--- config.mk ---
export PLATFORM = sky130hd
export DESIGN_NAME = bomb_countdown_ctrl
export DESIGN_NICKNAME = d
export VERILOG_FILES = /design/src/rtl/bomb_countdown_ctrl.sv
export SDC_FILE = /design/constraint.sdc
export NUM_CORES = 1
export LEC_CHECK = 0
export ABC_AREA = 1
export ABC_CLOCK_PERIOD_IN_PS = 5700
export BUFFER_PORTS_ARGS = -buffer_cell sky130_fd_sc_hd__buf_2
export CAP_MARGIN = 20
export CORE_ASPECT_RATIO = 0.8
export CORE_MARGIN = 1
export CORE_UTILIZATION = 50
export DETAILED_ROUTE_END_ITERATION = 7
export PLACE_DENSITY = 0.75
export SLEW_MARGIN = 20
export SYNTH_ARGS = -nofsm -noshare
export SYNTH_HDL_FRONTEND = slang
export SYNTH_SLANG_ARGS = --single-unit
--- constraint.sdc ---
create_clock -name clk -period 5.7 [get_ports clk]
set_input_delay 0.285 -clock clk [delete_from_list [all_inputs] [get_ports clk]]
set_output_delay 0.285 -clock clk [all_outputs]
set_load 0.05 [all_outputs]
--- src/rtl/bomb_countdown_ctrl.sv ---
`default_nettype none
// ============================================================================
// Module   : bomb_countdown_ctrl
// Brief    : Countdown sequencer for the bomb game. Holds the remaining time
//            in binary seconds, applies strike penalties, counts strikes and
//            decides DEFUSED / EXPLODED. Exposes BCD digits for the display.
// Revision : 1.0 - initial release
// ============================================================================
module bomb_countdown_ctrl #(
  parameter int START_MIN   = 5,
  parameter int START_SEC   = 0,
  parameter int PENALTY_SEC = 10,
  parameter int MAX_STRIKES = 3
) (
  input  logic       clk,
  input  logic       reset,
  input  logic       tick,
  input  logic       arm,
  input  logic       pause,
  input  logic       strike,
  input  logic       defuse,
  output logic       timer_run,
  output logic [3:0] min_tens,
  output logic [3:0] min_ones,
  output logic [3:0] sec_tens,
  output logic [3:0] sec_ones,
  output logic [1:0] strikes,
  output logic       armed,
  output logic       defused,
  output logic       exploded
);

  typedef enum logic [2:0] {
    S_IDLE     = 3'd0,
    S_ARMED    = 3'd1,
    S_PAUSED   = 3'd2,
    S_DEFUSED  = 3'd3,
    S_EXPLODED = 3'd4
  } state_t;

  localparam logic [12:0] C_LOAD        = 13'(START_MIN * 60 + START_SEC);
  localparam logic [12:0] C_PENALTY     = 13'(PENALTY_SEC);
  localparam logic [1:0]  C_MAX_STRIKES = 2'(MAX_STRIKES);

  state_t      r_state;
  state_t      w_state_nxt;
  logic [12:0] r_remain;
  logic [12:0] w_remain_nxt;
  logic [1:0]  r_strikes;
  logic [1:0]  w_strikes_nxt;
  logic [12:0] w_dec;
  logic [1:0]  w_strikes_inc;
  logic [6:0]  w_min;
  logic [5:0]  w_sec;

  // State, remaining time and strike count; reset reloads the start time.
  always_ff @(posedge clk or posedge reset) begin
    if (reset) begin
      r_state   <= S_IDLE;
      r_remain  <= C_LOAD;
      r_strikes <= 2'd0;
    end else begin
      r_state   <= w_state_nxt;
      r_remain  <= w_remain_nxt;
      r_strikes <= w_strikes_nxt;
    end
  end

  // Next state and datapath update; defuse wins, then explosion, then pause.
  always_comb begin
    w_state_nxt   = r_state;
    w_remain_nxt  = r_remain;
    w_strikes_nxt = r_strikes;
    // Ticks only count while running; a paused game still takes penalties.
    w_dec         = (strike ? C_PENALTY : 13'd0)
                  + ((r_state == S_ARMED && tick) ? 13'd1 : 13'd0);
    w_strikes_inc = (strike && r_strikes != 2'd3) ? r_strikes + 2'd1 : r_strikes;
    case (r_state)
      S_IDLE: begin
        if (arm) w_state_nxt = S_ARMED;
      end
      S_ARMED, S_PAUSED: begin
        if (defuse) begin
          w_state_nxt = S_DEFUSED;
        end else begin
          w_strikes_nxt = w_strikes_inc;
          if (w_dec >= r_remain) begin
            // Time ran out: clamp to zero rather than wrap.
            w_remain_nxt = 13'd0;
            w_state_nxt  = S_EXPLODED;
          end else if (w_strikes_inc >= C_MAX_STRIKES) begin
            // Strike limit freezes the clock where it was.
            w_state_nxt  = S_EXPLODED;
          end else begin
            w_remain_nxt = r_remain - w_dec;
            w_state_nxt  = pause ? S_PAUSED : S_ARMED;
          end
        end
      end
      S_DEFUSED, S_EXPLODED: begin
        if (arm) begin
          w_state_nxt   = S_IDLE;
          w_remain_nxt  = C_LOAD;
          w_strikes_nxt = 2'd0;
        end
      end
      default: begin
        w_state_nxt   = S_IDLE;
        w_remain_nxt  = C_LOAD;
        w_strikes_nxt = 2'd0;
      end
    endcase
  end

  // Binary seconds to MM:SS BCD for the display driver.
  assign w_min    = 7'(r_remain / 13'd60);
  assign w_sec    = 6'(r_remain % 13'd60);
  assign min_tens = 4'(w_min / 7'd10);
  assign min_ones = 4'(w_min % 7'd10);
  assign sec_tens = 4'(w_sec / 6'd10);
  assign sec_ones = 4'(w_sec % 6'd10);

  // Flags come straight from the registered state so they cannot glitch.
  assign timer_run = (r_state == S_ARMED);
  assign armed     = (r_state == S_ARMED);
  assign defused   = (r_state == S_DEFUSED);
  assign exploded  = (r_state == S_EXPLODED);
  assign strikes   = r_strikes;

endmodule
`default_nettype wire
==> impl_metrics.ini <==
[status]
outcome = finished, violations left
violations = negative setup slack

[worst_setup_path]
slowest_stage = dfrtp_2
worst_setup_path_startpoint = r_remain[10]$_DFFE_PP0P_
capture_instance_of_the_worst_register_to_register_path = r_remain[11]$_DFFE_PP0P_
worst-endpoint-required_ps = 5410
setup.worst_path.start_class = flop
r2r.worst_path.cells = 14
worst-r2r-setup-slack_ps = 2350
worst_path_most_repeated_cell = nand2_4
cpLargestDelayFamily = simple AND/OR/NAND/NOR gates
worstPathMaxFanout = 6
setup.worst_path.class = flop to primary output
rr_startpoint = r_state[2]$_DFFE_PP0P_
type_of_destination_of_the_critical_path = primary output
worst_ep_arrival_time_ps = 5530
critical_path.max_stage_delay_ps = 450
worstPathBufferInverterCount = 8
crit_cells = 47
worst_setup_path_endpoint = min_ones[2]

[floorplan]
core_area_um2 = 5585
fp-row-count = 24
design.portCount = 29
dieWidth_um = 87.96
design.die.area_um2 = 6224
die_h_um = 70.77
floorplan.initialDensity_pct = 52.91

[placement]
place_ws_ps = -132.8
numPlacedInstances = 581
gp_routability_congestion = 0.8593
port_buffers = 27
detailed_place_hpwl_um = 5337

[clock_tree]
clockRootBuffer = clkbuf_8
clk_path_buf_depth = 2
tritoncts = done
htree_num_levels = 1
cts_hold_buffers = 0
cts_buffers = 3
tritoncts_num_sinks = 18
clk_transition_reported_paths_ps = 70
clock_latency_ps = 250

[sta]
hold_violations = 0
rsz0062_at_grt = true
post-route-period-util_pct = 102.1
max_freq_ghz = 0.1719
hold-worst-slack_ps = 126.1
worst_slack_ps = -118.7
period_minus_slack_ps = 5819
fin_clk_skew_ps = 4.578
max-slew-margin-rel_pct = 54.36
least_margin_pin_slew_ps = 677.5
slew_violations = 0
timing.final.setup_violations = 4

[yosys]
asyncSetResetFlopFracSynth_pct = 100.0
post_synthesis_instance_area_um2 = 2955
yosys.cell_types.count = 45
syn_area_per_cell_um2 = 6.235
dominantRegCellSynth = dfrtp_1
synth-edff-count = 0
net_count_synth = 493
syn_inst = 474
synth.ff_latch_count = 18
synth.yosys.seq_area_share_pct = 15.41
synth-warning-count = 0

[finish]
mostFrequentLayoutCell = nand2_1
area_growth_pct = 35.48
commonest_cells_after_routing_fill_and_taps_aside = nand2_1, inv_1, buf_4, nor2_1, nand3_1
insertedDiodeCount = 0
finish.net_count = 571
drive_above_1_share_pct = 41.02
final_cell_count_no_fill = 629
utilization_pct = 71.68

[global_route]
global_route.usage.total_pct = 23.49
globalRouteOverflowTotal = 0
grt_first_pass_wirelength_um = 12260
antenna_found_initial = 0
grt_max_degree = 19
grt_pass1_vias = 3034

[route]
wl_per_cell_um = 12.54
detail_route.iter0.violations = 128
drcViolationCount = 0
route.vias.total = 3298
wirelength_um = 7887
antenna_left = 0
drt-vias-per-instance = 5.243
drt_pass1_iterations = 5

[run]
cap_violations = 0

[worst_hold_path]
worstHoldPathType = input pin to async pin
==> worst register-to-register path, cell delays in order (launching register included) <==
cell and delay (ps):
dfrtp_1 430, nor3_1 330, and2_1 180, ha_1 220, inv_1 80, nor4_1 60
nand4_1 80, nand2_1 130, nor2_1 200, inv_1 80, o21ai_0 550, inv_1 410
nand3_1 220, nor2_1 60, o221a_2 230
==> repair_timing <==
action                     in CTS  in global routing
setup endpoints to repair       4                  8
resized for setup              53                 50
setup buffers                  28                 16
pin swaps                      32                 35
==> metrics by stage <==
| stage | setup TNS (ps) | instance area, um2 |
|---|---|---|
| finish | -378.3 | 4004 |
| global route | -2038 | 4004 |
| global placement | 0 | 3218 |
| detailed placement | -408.8 | 3218 |
| CTS | 0 | 3700 |
| floorplan | 0 | 2955 |
==> synth_stat cells, types with 2 or more instances <==
master,count,area [um2]
nor2_1,36,135.1
nor2_4,5,56.30
nand2_1,114,427.9
o21ai_0,25,125.1
nand4_2,2,25.02
a21oi_1,12,60.06
o21ai_1,10,50.05
inv_1,71,266.5
clkbuf_1,2,7.510
nand2_4,16,180.2
nor3_1,6,30.03
dfstp_2,4,105.1
o21bai_1,6,45.04
nor2_2,4,25.02
dfrtp_1,14,350.3
o21ai_2,7,61.31
nand2_2,22,137.6
nand3_1,43,215.2
buf_4,3,22.52
nor4_1,3,18.77
inv_2,16,60.06
nand3_2,8,80.08
buf_2,3,15.01
nand4_1,6,37.54
xor2_1,6,52.55
ha_1,11,137.6
==> per-layer routing <==
layer  share of wire [%]  up-vias  global-route usage [%]  wire, um
li1                    -     1670                       -         -
met1                  45     1515                   28.96      3515
met2                  51      100                   44.62      4000
met3                 3.6       13                   1.634       280
met4                 1.2        0                   4.372        91
met5                   0        -                       0         0
==> final cells by class <==
cell class	count	area [um2]
clock buffers	4	45.04
fillers	424	1582
inverters	87	331.6
multi-input cells	361	2469
flip-flops and latches	18	460.4
well taps	78	97.59
repair buffers	81	600.6
==> logic make-up (layout without fill, tap and decap cells) <==
logic type	after synthesis	count (layout)	share of synthesized area (%)
other cells	1	1	0.1269
flops	18	18	15.41
fa+ha+maj	12	12	5.334
buf+inv	95	172	12.57
xor+xnor	7	7	2.329
compound gates	68	68	14.35
simple gates	273	273	49.87
==> sequential cells by signal (all words and copies together), names as in the netlist <==
register / cells
r_remain: 13
r_state: 3
strikes: 2
==> worst min-delay path by stage <==
stage,startpoint,to,slack [ps],cells after the start
6_report,reset,strikes[0]$_DFFE_PP0P_,130,2
5_1_grt,reset,strikes[0]$_DFFE_PP0P_,200,2
4_1_cts,reset,strikes[0]$_DFFE_PP0P_,160,2
3_5_place_dp,reset,strikes[0]$_DFFE_PP0P_,430,2
3_3_place_gp,reset,r_remain[11]$_DFFE_PP0P_,420,2
2_1_floorplan,reset,r_remain[0]$_DFFE_PP0P_,220,1
Power is not shown: default switching activity piles up to over one toggle a cycle in this logic, so the estimate is an artifact.
